===== config.mk =====
export PLATFORM = sky130hd
export DESIGN_NAME = memory_be_pipe
export DESIGN_NICKNAME = d
export VERILOG_FILES = /design/src/rtl/memory_be_pipe.sv
export SDC_FILE = /design/constraint.sdc
export NUM_CORES = 1
export LEC_CHECK = 0
export BUFFER_PORTS_ARGS = -buffer_cell sky130_fd_sc_hd__buf_2
export CELL_PAD_IN_SITES_DETAIL_PLACEMENT = 1
export CELL_PAD_IN_SITES_GLOBAL_PLACEMENT = 2
export CORE_ASPECT_RATIO = 0.7
export CORE_MARGIN = 2
export CORE_UTILIZATION = 52
export DETAILED_ROUTE_END_ITERATION = 10
export PLACE_DENSITY_LB_ADDON = 0.1
export SETUP_SLACK_MARGIN = 0.02
export SLEW_MARGIN = 20
export SYNTH_ARGS = -nofsm -noshare
export SYNTH_HDL_FRONTEND = slang
export SYNTH_SLANG_ARGS = --single-unit

===== constraint.sdc =====
create_clock -name clk -period 8.3 [get_ports clk]
set_clock_uncertainty 0.15 [all_clocks]
set_input_delay 1.66 -clock clk [delete_from_list [all_inputs] [get_ports clk]]
set_output_delay 1.66 -clock clk [all_outputs]
set_load 0.03 [all_outputs]

===== src/rtl/memory_be_pipe.sv =====
// Single-port scratchpad with byte enables, valid/ready requests,
// a 1..4 stage read pipeline, error responses and a post-reset clear.
module memory_be_pipe #(
  parameter int ADDR_WIDTH  = 4,
  parameter int DATA_WIDTH  = 32,
  parameter int MEM_SIZE    = 16,
  parameter int RD_LATENCY  = 1,
  parameter int RESET_CLEAR = 1
) (
  input  logic                    clk,
  input  logic                    reset,
  input  logic                    req_valid,
  output logic                    req_ready,
  input  logic                    wr,
  input  logic                    rd,
  input  logic [ADDR_WIDTH-1:0]   addr,
  input  logic [DATA_WIDTH-1:0]   wdata,
  input  logic [DATA_WIDTH/8-1:0] be,
  output logic                    wr_resp,
  output logic                    wr_err,
  output logic                    rd_valid,
  output logic [DATA_WIDTH-1:0]   rdata,
  output logic                    rd_err
);

  localparam int NB = DATA_WIDTH / 8;
  localparam int IW = (MEM_SIZE > 1) ? $clog2(MEM_SIZE) : 1;
  localparam int CW = $clog2(MEM_SIZE + 1);
  localparam logic [ADDR_WIDTH:0] LP_SIZE =
    (ADDR_WIDTH + 1)'(MEM_SIZE);
  localparam logic [CW-1:0] LP_LAST = CW'(MEM_SIZE - 1);

  typedef enum logic {
    ST_INIT,
    ST_IDLE
  } state_t;

  state_t                r_state;
  logic [CW-1:0]         r_cnt;
  logic                  r_ready;
  logic                  r_wresp;
  logic                  r_werr;
  logic [DATA_WIDTH-1:0] r_mem [MEM_SIZE];
  logic                  r_pv  [RD_LATENCY];
  logic [DATA_WIDTH-1:0] r_pd  [RD_LATENCY];
  logic                  r_pe  [RD_LATENCY];

  logic                  w_acc;
  logic                  w_wr;
  logic                  w_rd;
  logic                  w_ill;
  logic                  w_inr;
  logic [IW-1:0]         w_idx;
  logic [DATA_WIDTH-1:0] w_rdata;

  assign w_acc   = req_valid & r_ready;
  assign w_wr    = w_acc & wr & ~rd;
  assign w_rd    = w_acc & rd & ~wr;
  assign w_ill   = w_acc & wr & rd;
  assign w_inr   = {1'b0, addr} < LP_SIZE;
  assign w_idx   = addr[IW-1:0];
  assign w_rdata = w_inr ? r_mem[w_idx] : '0;

  // Control FSM: clear sequencing, ready and write responses.
  always_ff @(posedge clk) begin
    if (reset) begin
      r_state <= (RESET_CLEAR != 0) ? ST_INIT : ST_IDLE;
      r_cnt   <= '0;
      r_ready <= 1'b0;
      r_wresp <= 1'b0;
      r_werr  <= 1'b0;
    end else begin
      r_wresp <= w_wr | w_ill;
      r_werr  <= w_ill | (w_wr & ~w_inr);
      unique case (r_state)
        ST_INIT: begin
          r_cnt <= r_cnt + 1'b1;
          if (r_cnt == LP_LAST) begin
            r_state <= ST_IDLE;
            r_ready <= 1'b1;
          end
        end
        ST_IDLE: r_ready <= 1'b1;
        default: r_state <= ST_IDLE;
      endcase
    end
  end

  // Storage: clear engine writes word r_cnt, else byte-masked writes.
  always_ff @(posedge clk) begin
    if (!reset) begin
      if (r_state == ST_INIT) begin
        r_mem[r_cnt[IW-1:0]] <= '0;
      end else if (w_wr && w_inr) begin
        for (int i = 0; i < NB; i++) begin
          if (be[i]) begin
            r_mem[w_idx][8*i +: 8] <= wdata[8*i +: 8];
          end
        end
      end
    end
  end

  // Read pipeline: data sampled at accept, shifted RD_LATENCY-1 times.
  always_ff @(posedge clk) begin
    if (reset) begin
      for (int i = 0; i < RD_LATENCY; i++) begin
        r_pv[i] <= 1'b0;
        r_pd[i] <= '0;
        r_pe[i] <= 1'b0;
      end
    end else begin
      r_pv[0] <= w_rd;
      r_pd[0] <= w_rd ? w_rdata : '0;
      r_pe[0] <= w_rd & ~w_inr;
      for (int i = 1; i < RD_LATENCY; i++) begin
        r_pv[i] <= r_pv[i-1];
        r_pd[i] <= r_pd[i-1];
        r_pe[i] <= r_pe[i-1];
      end
    end
  end

  assign req_ready = r_ready;
  assign wr_resp   = r_wresp;
  assign wr_err    = r_werr;
  assign rd_valid  = r_pv[RD_LATENCY-1];
  assign rdata     = r_pd[RD_LATENCY-1];
  assign rd_err    = r_pe[RD_LATENCY-1];

endmodule


Word-level counts from Yosys, hierarchy flattened
Memories as Yosys holds them, arrays and structs flattened.
Index checks and enable logic that the tools add are counted.
Widths: inputs -> output; s select.
{"block": "classes", "addsub": 1, "multipliers": 0, "div_mod_pow": 0, "order_cmp": 0, "eq_ne": 2, "n_shift": 0, "muxes": 38, "bitwise_logic": 10, "n_reduce_logical": 3}
{"operator": "$mux 32", "count": 3}
{"operator": "$reduce_or 32->1", "count": 2}
{"operator": "$mux 1", "count": 32}
{"operator": "$mux 4", "count": 2}
{"operator": "$and 1x1->1", "count": 6}
{"operator": "$add 5x1->5 const B", "count": 1}
{"operator": "$eq 5x4->1 const B", "count": 1}
{"operator": "$not 1->1", "count": 3}
{"operator": "$ne 2x2->1 const B", "count": 1}
{"operator": "$pmux 1 s2", "count": 1}
{"operator": "$or 1x1->1", "count": 1}
{"operator": "$reduce_or 1->1", "count": 1}
{"block": "word_totals", "reg_bits": 9, "latch_bits": 0, "mem_bits_rw": 545, "romBits": 0, "input_bits": 45, "output_inout_bits": 37, "mem_count": 3}
{"name": "r_mem", "words": 16, "word_bits": 32, "read_ports": 1, "rd_ports_with_merged_regs": 0, "write_ports": 1, "line": "43", "source": "logic [DATA_WIDTH-1:0] r_mem [MEM_SIZE];"}
{"name": "r_pd", "words": 1, "word_bits": 32, "read_ports": 1, "rd_ports_with_merged_regs": 0, "write_ports": 1, "line": "45", "source": "logic [DATA_WIDTH-1:0] r_pd [RD_LATENCY];"}
{"name": "r_pv", "words": 1, "word_bits": 1, "read_ports": 1, "rd_ports_with_merged_regs": 0, "write_ports": 1, "line": "44", "source": "logic r_pv [RD_LATENCY];"}

Longest topological paths before layout
Gate-level depths: netlist of run 1.
{"block": "depth", "word_depth": 9, "ltp_mapped": 7, "mapped_depth_nobuf": 6}

Least setup slack after synthesis of run 1
Ideal clock, no wire load.
{"block": "synth_timing", "path_kind": "in2reg", "start": "in reset", "end": "mem r_mem[0][16], enable pin", "setup_time_ns": 0.383, "arrival_time_ns": 3.356, "setup_slack_ns": 4.411, "cell_stages": 7, "n_path_buf": 3, "path_cell_list": "buf_2 nor2b_1 clkbuf_1 a31o_2 a21oi_2 buf_2 nor3_1"}
{"block": "synth_via", "elab_chain_len": 4}
{"element": "start: declaration", "line": "11", "source": "input logic reset,"}
{"element": "$mux 1", "line": "91", "source": "if (!reset) begin"}
{"element": "$mux 1 (implied by the code)", "line": "97", "source": "r_mem[w_idx][8*i +: 8] <= wdata[8*i +: 8];"}
{"element": "$reduce_or 32->1 (no source line)"}
{"element": "$mux 4 (no source line)"}
{"element": "end: declaration", "line": "43"}
Several ways; a longest one is shown, not always the timed one.

Worst setup path after layout of run 1
{"block": "layout_timing", "start": "in addr[0]", "end": "mem r_pd[0][18]"}
{"block": "layout_via", "elab_chain_len": 3}
{"element": "start: declaration", "line": "16", "source": "input logic [ADDR_WIDTH-1:0] addr,"}
{"element": "$mem_v2 16x32"}
{"element": "$mux 32", "line": "114", "source": "r_pd[0] <= w_rd ? w_rdata : '0;"}
{"element": "$mux 32 (no source line)"}
{"element": "end: declaration", "line": "45"}
Every way passes these cells.

==> results of run 1 <==
==> state kept, by name (all words and copies together), names as in the netlist <==
| name | count |
|---|---|
| r_pd | 32 |
| wr_resp | 1 |
| r_cnt | 5 |
| r_mem | 512 |
| r_state | 1 |
| r_pv | 1 |
| wr_err | 1 |
| req_ready | 1 |
==> layer usage <==
| layer | up-vias | part of all wire [%] | wire (microns) |
|---|---|---|---|
| met5 | - | 0 | 0 |
| met4 | 0 | 1.6 | 776 |
| met3 | 60 | 5.6 | 2690 |
| met2 | 302 | 47 | 22600 |
| met1 | 5550 | 46 | 21900 |
| li1 | 4427 | - | - |
==> kinds of logic (layout without fill, tap and decap cells) <==
family          Yosys count  count (layout)  synth area share, %
flops                   554             554                 76.7
simple gates            187             187                 4.72
mux                     130             130                 13.8
compound gates           90              90                 3.21
buf+inv                  61             205                 1.34
xor+xnor                  3               3                0.124
fa+ha+maj                 2               2                0.118
other cells               1               4               0.0177
==> power by group <==
group	internal, uW	switching, uW	total [uW]
registers	3030	7.06	3040
clock network	1490	1020	2510
logic	64.2	96.7	161
==> layout by cell type, fill, tap and decap left out, types with 3 or more instances in the layout <==
cell,count
inv_1,3
nand2_1,36
nor3_2,10
and2_1,33
nor2b_1,4
a31o_2,5
nand3_1,5
clkinv_1,4
clkinvlp_4,6
clkbuf_8,6
nor4_4,3
mux4_2,128
nand2b_1,6
a22oi_1,64
dfxtp_1,42
diode_2,3
bufinv_16,9
nor3_1,7
buf_2,78
nor2_2,5
edfxtp_1,512
clkbuf_16,53
clkinv_2,12
nor4_1,5
a21oi_1,7
o22ai_1,8
buf_4,27
clkbuf_1,6
nor2_1,63
==> stage by stage <==
| stage | worst slack [ps] | instance area (sq um) | total power, uW | std cells | util, % |
|---|---|---|---|---|---|
| after CTS | 3770 | 24000 | 5740 | 1707 | 60.1 |
| final | 3930 | 24000 | 5700 | 1710 | 60.2 |
| after floorplan | 4410 | 21100 | 3200 | 1028 | - |
| after detailed placement | 3170 | 22200 | 3260 | 1612 | 55.6 |
| after global routing | 3570 | 24000 | 5850 | 1710 | 60.2 |
| after global placement | 3270 | 22200 | 3250 | 1612 | 55.6 |
==> worst min-delay path: stages (launching register included) <==
cell     delay (ps)
dfxtp_1         330
a21oi_1          70
nor2_1           80
==> final cells by class <==
type | instances | share of cell area [%]
clock buffer | 64 | 5.90
tap | 535 | 2.79
antenna | 3 | 0.0312
multi-input combinational | 413 | 19.5
inverter | 3 | 0.0469
timing repair buffer | 107 | 2.57
sequential | 554 | 67.5
clock inverter | 31 | 1.62
==> how the worst max path moves through the flow <==
stage | start | endpoint | slack [ps] | cells past startpoint
floorplan | reset | r_mem[0][16]$_DFFE_PP_ | 4410 | 7
detailed placement | addr[0] | r_pd[0][18]$_SDFF_PP0_ | 3170 | 6
global route | addr[0] | r_pd[0][18]$_SDFF_PP0_ | 3570 | 6
CTS | addr[0] | r_pd[0][18]$_SDFF_PP0_ | 3770 | 6
global placement | addr[0] | r_pd[0][17]$_SDFF_PP0_ | 3270 | 6
finish | addr[0] | r_pd[0][18]$_SDFF_PP0_ | 3930 | 6
==> impl_metrics.json, run 1 <==
{
  "fp.dieArea_sq_um": 42300,
  "arrival_ps": 4660,
  "hold_viol": 0,
  "ys_seq_area_share_pct": 76.7,
  "place_hpwl_microns": 28800,
  "ios": 82,
  "num_vias": 10339,
  "hold_end": "r_cnt[4]$_SDFFE_PP0N_",
  "synth.ff_latch_count": 554,
  "row_count": 61,
  "synth_area_sq_um": 21100,
  "timing.setup.tns_ps": 0,
  "wl_microns": 47900,
  "synthesis.nets": 1075,
  "worstPathCellList": "clkbuf_8, buf_4, buf_4, mux4_2, a22oi_1, nand2_1",
  "antenna_found_initial": 3,
  "yosysMostFrequentCell": "edfxtp_1",
  "synth_edf_count": 512,
  "synth_common_cells": "512 x edfxtp_1, 128 x mux4_2, 68 x nor2_1, 64 x a22oi_1, 42 x dfxtp_1",
  "hold_path.class": "reg -> reg",
  "cp-start-kind": "input pin",
  "worstSetupPathType": "in -> reg",
  "r2r_start": "r_state$_SDFF_PP0_",
  "crit_family": "buffers and inverters",
  "r2r_cells": 4,
  "antenna_left": 0,
  "yosysWarnings": 0,
  "path_buf_inv": 3,
  "met2_usage_pct": 35.2,
  "vdd_ir_drop_max_mv": 0.210,
  "clkSinkCount": 554,
  "drive_above_1_share_pct": 29.9,
  "fill_cells": 3358,
  "path_common_cell": "buf_4",
  "nets": 1177,
  "cts_setup_buffers": 0,
  "maxCapViolCount": 0,
  "max_stage_delay_ps": 750,
  "io_buffers": 80,
  "multi_input_area_sq_um": 4700,
  "first_global_vias": 10927,
  "area_growth_pct": 13.7,
  "htree_levels": 2,
  "synth_area_per_cell_sq_um": 20.6,
  "netlist.area_leader.share_pct": 72.7,
  "endpoint_kind": "register",
  "busiest_layer": "met1",
  "hold_buffers": 0,
  "synth_cell_types": 43,
  "cts_buffers": 51,
  "slew_headroom_pct": 22.1,
  "coreArea_sq_um": 39900,
  "hp-start": "r_cnt[4]$_SDFFE_PP0N_",
  "post_drt_via_cell_ratio": 6.05,
  "status": "finished, final reports clean",
  "die_h_microns": 173,
  "fmax_mhz": 229,
  "grt_setup_unrepaired": "false",
  "cts_resized": 0,
  "seqCellArea_sq_um": 16200,
  "gp_congestion": 0.774,
  "synth_ff_type": "edfxtp_1",
  "r2r-end": "r_mem[7][16]$_DFFE_PP_",
  "yosys-top-cells-area": "edfxtp_1 73%, mux4_2 14%, dfxtp_1 4.0%",
  "whs_path_depth": 2,
  "tightest_slew_ps": 1160,
  "clk_latency_ps": 560,
  "grt_max_degree": 71,
  "initial_utilization_pct": 53.0,
  "p_leak_uw": 0.00890,
  "gr-total-overflow": 0,
  "cts_tree": "built",
  "drtIter0Drc": 920,
  "drc": 0,
  "grtUsageMet1_pct": 37.0,
  "drv_slew": 0,
  "synth_top_area_cell": "edfxtp_1",
  "grtUsageTotal_pct": 23.4,
  "die_w_microns": 245,
  "synthCells": 1028,
  "cp_slowest_cell": "buf_4",
  "finalSetupViolCount": 0,
  "grt_pass1_wl_microns": 72500,
  "ctsRootBufferMaster": "clkbuf_16",
  "fin_crit_ps": 4370,
  "crit_path_max_fanout": 68,
  "clk_path_buf_depth": 3,
  "r2r_slack_ps": 4820,
  "synthArstFlopShare_pct": 0,
  "worst_hold_slack_ps": 363,
  "finalCritPeriodShare_pct": 52.7,
  "gr-usage-met3_pct": 3.20,
  "cp.required_ps": 8590,
  "dr.pass1.iters": 5,
  "pwr_density_cell_nw_per_um2": 237,
  "routedWlPerCell_microns": 28.0,
  "cts.clk_slew.worst_paths_ps": 60
}
No activity file was read; power rests on OpenSTA's default activity.
==> run 2, diff against run 1 <==
- CORE_UTILIZATION: 52 -> 48
- clock period: 8.3 -> 4.3 ns (I/O delays scaled with it)
==> impl_metrics.json, run 2 (synthesis results as in run 1) <==
{
  "hold_buffers": 0,
  "final_cell_mix": "512 x edfxtp_1, 128 x mux4_2, 78 x buf_2, 68 x nor2_1, 64 x a22oi_1",
  "area_growth_pct": 13.9,
  "status": "finished, final reports clean",
  "cts.clk_slew.worst_paths_ps": 70,
  "r2r_start": "r_state$_SDFF_PP0_",
  "sw_frac_of_total_pct": 20.1,
  "finalCritPeriodShare_pct": 70.6,
  "path_buf_inv": 1,
  "initial_utilization_pct": 48.5,
  "routedWlPerCell_microns": 25.7,
  "p_clk_share_pct": 41.3,
  "cts_buffers": 52,
  "clk_latency_ps": 570,
  "timing.setup.tns_ps": 0,
  "crit_family": "simple AND/OR/NAND/NOR gates",
  "grt_max_degree": 59,
  "wl_microns": 46100,
  "cp.required_ps": 4340,
  "cp_num_cells": 5,
  "largest_register_ffs": 512,
  "worstSetupPathType": "reg -> reg",
  "max_stage_delay_ps": 720,
  "drive_above_1_share_pct": 29.7,
  "r2r_cells": 5,
  "cts_tree": "built",
  "num_vias": 10287,
  "p_leak_uw": 0.00896,
  "hp-start": "r_cnt[4]$_SDFFE_PP0N_",
  "io_buffers": 80,
  "largest_register": "r_mem",
  "cp_slowest_cell": "nor2_1",
  "largestRegisters": "r_mem x512, r_pd x32, r_cnt x5",
  "worstPathCellList": "and4b_1, a31o_2, a21oi_1, buf_4, nor2_1",
  "clk_path_buf_depth": 3,
  "nets": 1208,
  "antenna_found_initial": 2,
  "grt_pass1_wl_microns": 70400,
  "fmax_mhz": 329,
  "r2r_slack_ps": 1260,
  "hold_path.class": "reg -> reg",
  "post_drt_via_cell_ratio": 5.72,
  "fill_cells": 3830,
  "dr.pass1.iters": 5,
  "antenna_left": 0,
  "arrival_ps": 3080,
  "first_global_vias": 10849,
  "ios": 82,
  "p_int_uw": 8400,
  "gr-total-overflow": 0,
  "drtIter0Drc": 934,
  "layout.cells.most_common": "edfxtp_1",
  "fp.dieArea_sq_um": 45800,
  "grtUsageTotal_pct": 20.8,
  "cts_setup_buffers": 0,
  "endpoint_kind": "register",
  "finalSetupViolCount": 0,
  "crit_path_max_fanout": 12,
  "ctsRootBufferMaster": "clkbuf_16",
  "die_h_microns": 180,
  "tightest_slew_ps": 1070,
  "pwr_density_cell_nw_per_um2": 437,
  "gp_congestion": 0.793,
  "drv_slew": 0,
  "setup_ws_ps": 1260,
  "hold_viol": 0,
  "htree_levels": 2,
  "switchingPower_uw": 2120,
  "seq_power_share_pct": 55.7,
  "worst_hold_slack_ps": 351,
  "clkSinkCount": 554,
  "place_ws_ps": 711,
  "critPathLaunch": "r_state$_SDFF_PP0_",
  "vdd_ir_drop_max_mv": 0.290,
  "cts_resized": 0,
  "fin_crit_ps": 3040,
  "coreArea_sq_um": 43600,
  "maxCapViolCount": 0,
  "slew_headroom_pct": 28.1,
  "whs_path_depth": 2,
  "p_comb_share_pct": 3.0,
  "grt_setup_unrepaired": "false",
  "die_w_microns": 255,
  "postLayoutCoreUtil_pct": 55.3,
  "cp-start-kind": "register",
  "drc": 0,
  "row_count": 64,
  "place_hpwl_microns": 28800
}
-- run 2: cell count changes in the layout (fill, tap and decap cells not counted), sizes merged --
cell,before,now
buf,106,136
bufinv,9,1
clkbuf,65,76
clkinv,16,20
clkinvlp,6,0
diode,3,1
-- run 2: tightest hold or removal path, delay by kind of cell, from the launching register on --
| kind | cells | cell delay, ps |
|---|---|---|
| AOI/OAI and AO/OA | 1 | 60 |
| DFF | 1 | 330 |
| and+or+nand+nor | 1 | 70 |
-- run 2: routing by layer --
metal | GRT usage [%] | share of wire (%)
met1 | 33.7 | 49
met2 | 30.1 | 45
met3 | 3.20 | 4.9
met4 | 4.65 | 1.7
met5 | 0 | 0
-- run 2: layout make-up --
type                            count  area (sq um)  area share (%)
Antenna cell                        1          2.50          0.0104
Clock buffer                       75          1470            6.10
Clock inverter                     21           120           0.499
Inverter                            3          11.3          0.0468
Multi-Input combinational cell    413          4670            19.4
Sequential cell                   554         16200            67.4
Tap cell                          594           743            3.09
Timing Repair Buffer              137           843            3.50
-- run 2: worst paths after layout --
check / end
max: r_mem[5][19]$_DFFE_PP_
min: r_cnt[4]$_SDFFE_PP0N_
min reg2reg: r_cnt[4]$_SDFFE_PP0N_
max reg2reg: r_mem[5][19]$_DFFE_PP_
-- run 2: stage by stage --
stage | cell area, sq um | power [uW] | cells
floorplan | 21100 | 6180 | 1028
global placement | 22500 | 6290 | 1701
detailed placement | 22500 | 6300 | 1701
CTS | 24100 | 10600 | 1797
global route | 24100 | 10800 | 1798
finish | 24100 | 10500 | 1798
-- run 2: power groups by stage --
stage	Clock, uW	Sequential [uW]	Combinational [uW]
after floorplan	0	5970	210
after global placement	0	5970	317
after detailed placement	0	5980	321
after CTS	4420	5860	322
after global routing	4630	5860	341
final	4340	5860	315
==> run 3, diff against run 2 <==
- clock period: 4.3 -> 3.2 ns (I/O delays scaled with it)
==> impl_metrics.json, run 3 (synthesis results as in run 1) <==
{
  "final_cell_mix": "512 x edfxtp_1, 128 x mux4_2, 115 x buf_4, 78 x buf_2, 68 x nor2_1",
  "endpoint_kind": "register",
  "largest_register_ffs": 512,
  "path_common_cell": "buf_4",
  "status": "finished, final reports clean",
  "maxCapViolCount": 0,
  "crit_family": "buffers and inverters",
  "finalSetupViolCount": 0,
  "die_h_microns": 180,
  "drv_slew": 0,
  "antenna_found_initial": 2,
  "row_count": 64,
  "drive_above_1_share_pct": 33.3,
  "antenna_left": 0,
  "clkSinkCount": 554,
  "clk_latency_ps": 580,
  "ios": 82,
  "worstPathCellList": "nand2b_1, buf_4, nor4_4, mux2i_2, buf_4, nor3_1, buf_4",
  "hold_buffers": 0,
  "place_hpwl_microns": 31700,
  "layout.cells.most_common": "edfxtp_1",
  "initial_utilization_pct": 48.5,
  "fin_crit_ps": 2680,
  "gp_congestion": 0.814,
  "drtIter0Drc": 1022,
  "dr.pass1.iters": 5,
  "hold_viol": 0,
  "post_drt_via_cell_ratio": 5.76,
  "cts_buffers": 51,
  "cp-start-kind": "register",
  "htree_levels": 2,
  "drc": 0,
  "multi_input_area_sq_um": 4670,
  "seqCellArea_sq_um": 16200,
  "cts.clk_slew.worst_paths_ps": 70,
  "gr-total-overflow": 0,
  "cp.required_ps": 3370,
  "cp_slowest_cell": "dfxtp_1",
  "routedWlPerCell_microns": 26.6,
  "fp.dieArea_sq_um": 45800,
  "largest_register": "r_mem",
  "ctsRootBufferMaster": "clkbuf_16",
  "crit_path_max_fanout": 16,
  "tightest_slew_ps": 1080,
  "grt_max_degree": 51,
  "path_buf_inv": 3,
  "clk_path_buf_depth": 3,
  "area_growth_pct": 16.6,
  "arrival_ps": 2860,
  "grt_pass1_wl_microns": 74900,
  "max_stage_delay_ps": 520,
  "slew_headroom_pct": 27.8,
  "cts_setup_buffers": 0,
  "io_buffers": 80,
  "grtUsageTotal_pct": 22.3,
  "cts_tree": "built",
  "coreArea_sq_um": 43600,
  "hold_path.class": "in -> reg",
  "p_leak_uw": 0.00932,
  "first_global_vias": 11216,
  "grt_setup_unrepaired": "false",
  "timing.setup.tns_ps": 0,
  "pwr_density_cell_nw_per_um2": 575,
  "fmax_mhz": 373,
  "num_vias": 10735,
  "die_w_microns": 255,
  "postLayoutCoreUtil_pct": 56.6,
  "cts_resized": 0,
  "worstSetupPathType": "reg -> reg",
  "vdd_ir_drop_max_mv": 0.485,
  "largestRegisters": "r_mem x512, r_pd x32, r_cnt x5",
  "nets": 1272,
  "fill_cells": 3863,
  "finalCritPeriodShare_pct": 83.9,
  "wl_microns": 49500
}
-- run 3: per-stage QoR --
stage	power (uW)	area [sq um]	setup slack (ps)	hold WS, ps	instances
detailed placement	8490	23100	66.8	351	1766
floorplan	8300	21100	331	304	1028
CTS	14300	24600	516	274	1861
global route	14600	24600	354	288	1863
finish	14200	24600	516	289	1863
global placement	8480	23100	65.1	314	1766
-- run 3: final timing paths --
kind,startpoint,slack (ps),endpoint,cells past startpoint
worst max-delay path,req_ready$_SDFFE_PP0P_,520,r_mem[0][13]$_DFFE_PP_,7
worst min-delay path,reset,290,r_cnt[1]$_SDFFE_PP0N_,3
worst max register to register,req_ready$_SDFFE_PP0P_,520,r_mem[0][13]$_DFFE_PP_,7
worst min register to register,r_cnt[4]$_SDFFE_PP0N_,360,r_cnt[4]$_SDFFE_PP0N_,2
-- run 3: worst register-to-register path, stage by stage, from the launching register on --
cell	delay, ps
dfxtp_1	520
nand2b_1	240
buf_4	220
nor4_4	400
mux2i_2	260
buf_4	300
nor3_1	90
buf_4	230
-- run 3: report_power, final --
part | switching (uW) | internal, uW | leakage [uW]
Sequential | 17.9 | 7850 | 0.00601
Clock | 2610 | 3220 | 0.000778
Combinational | 260 | 194 | 0.00253
-- run 3: metal layers --
metal	GRT usage (%)	up-vias	wire, microns
met5	0	-	0
met2	32.9	317	22800
li1	-	4630	-
met1	35.0	5740	23200
met4	4.26	0	594
met3	4.43	48	3030
-- run 3: cell type report --
| type | count | share of cell area [%] |
|---|---|---|
| Antenna cell | 2 | 0.0203 |
| Tap cell | 594 | 3.02 |
| Clock buffer | 62 | 5.43 |
| Clock inverter | 33 | 0.955 |
| Multi-Input combinational cell | 413 | 19.0 |
| Sequential cell | 554 | 65.8 |
| Timing Repair Buffer | 202 | 5.76 |
| Inverter | 3 | 0.0457 |
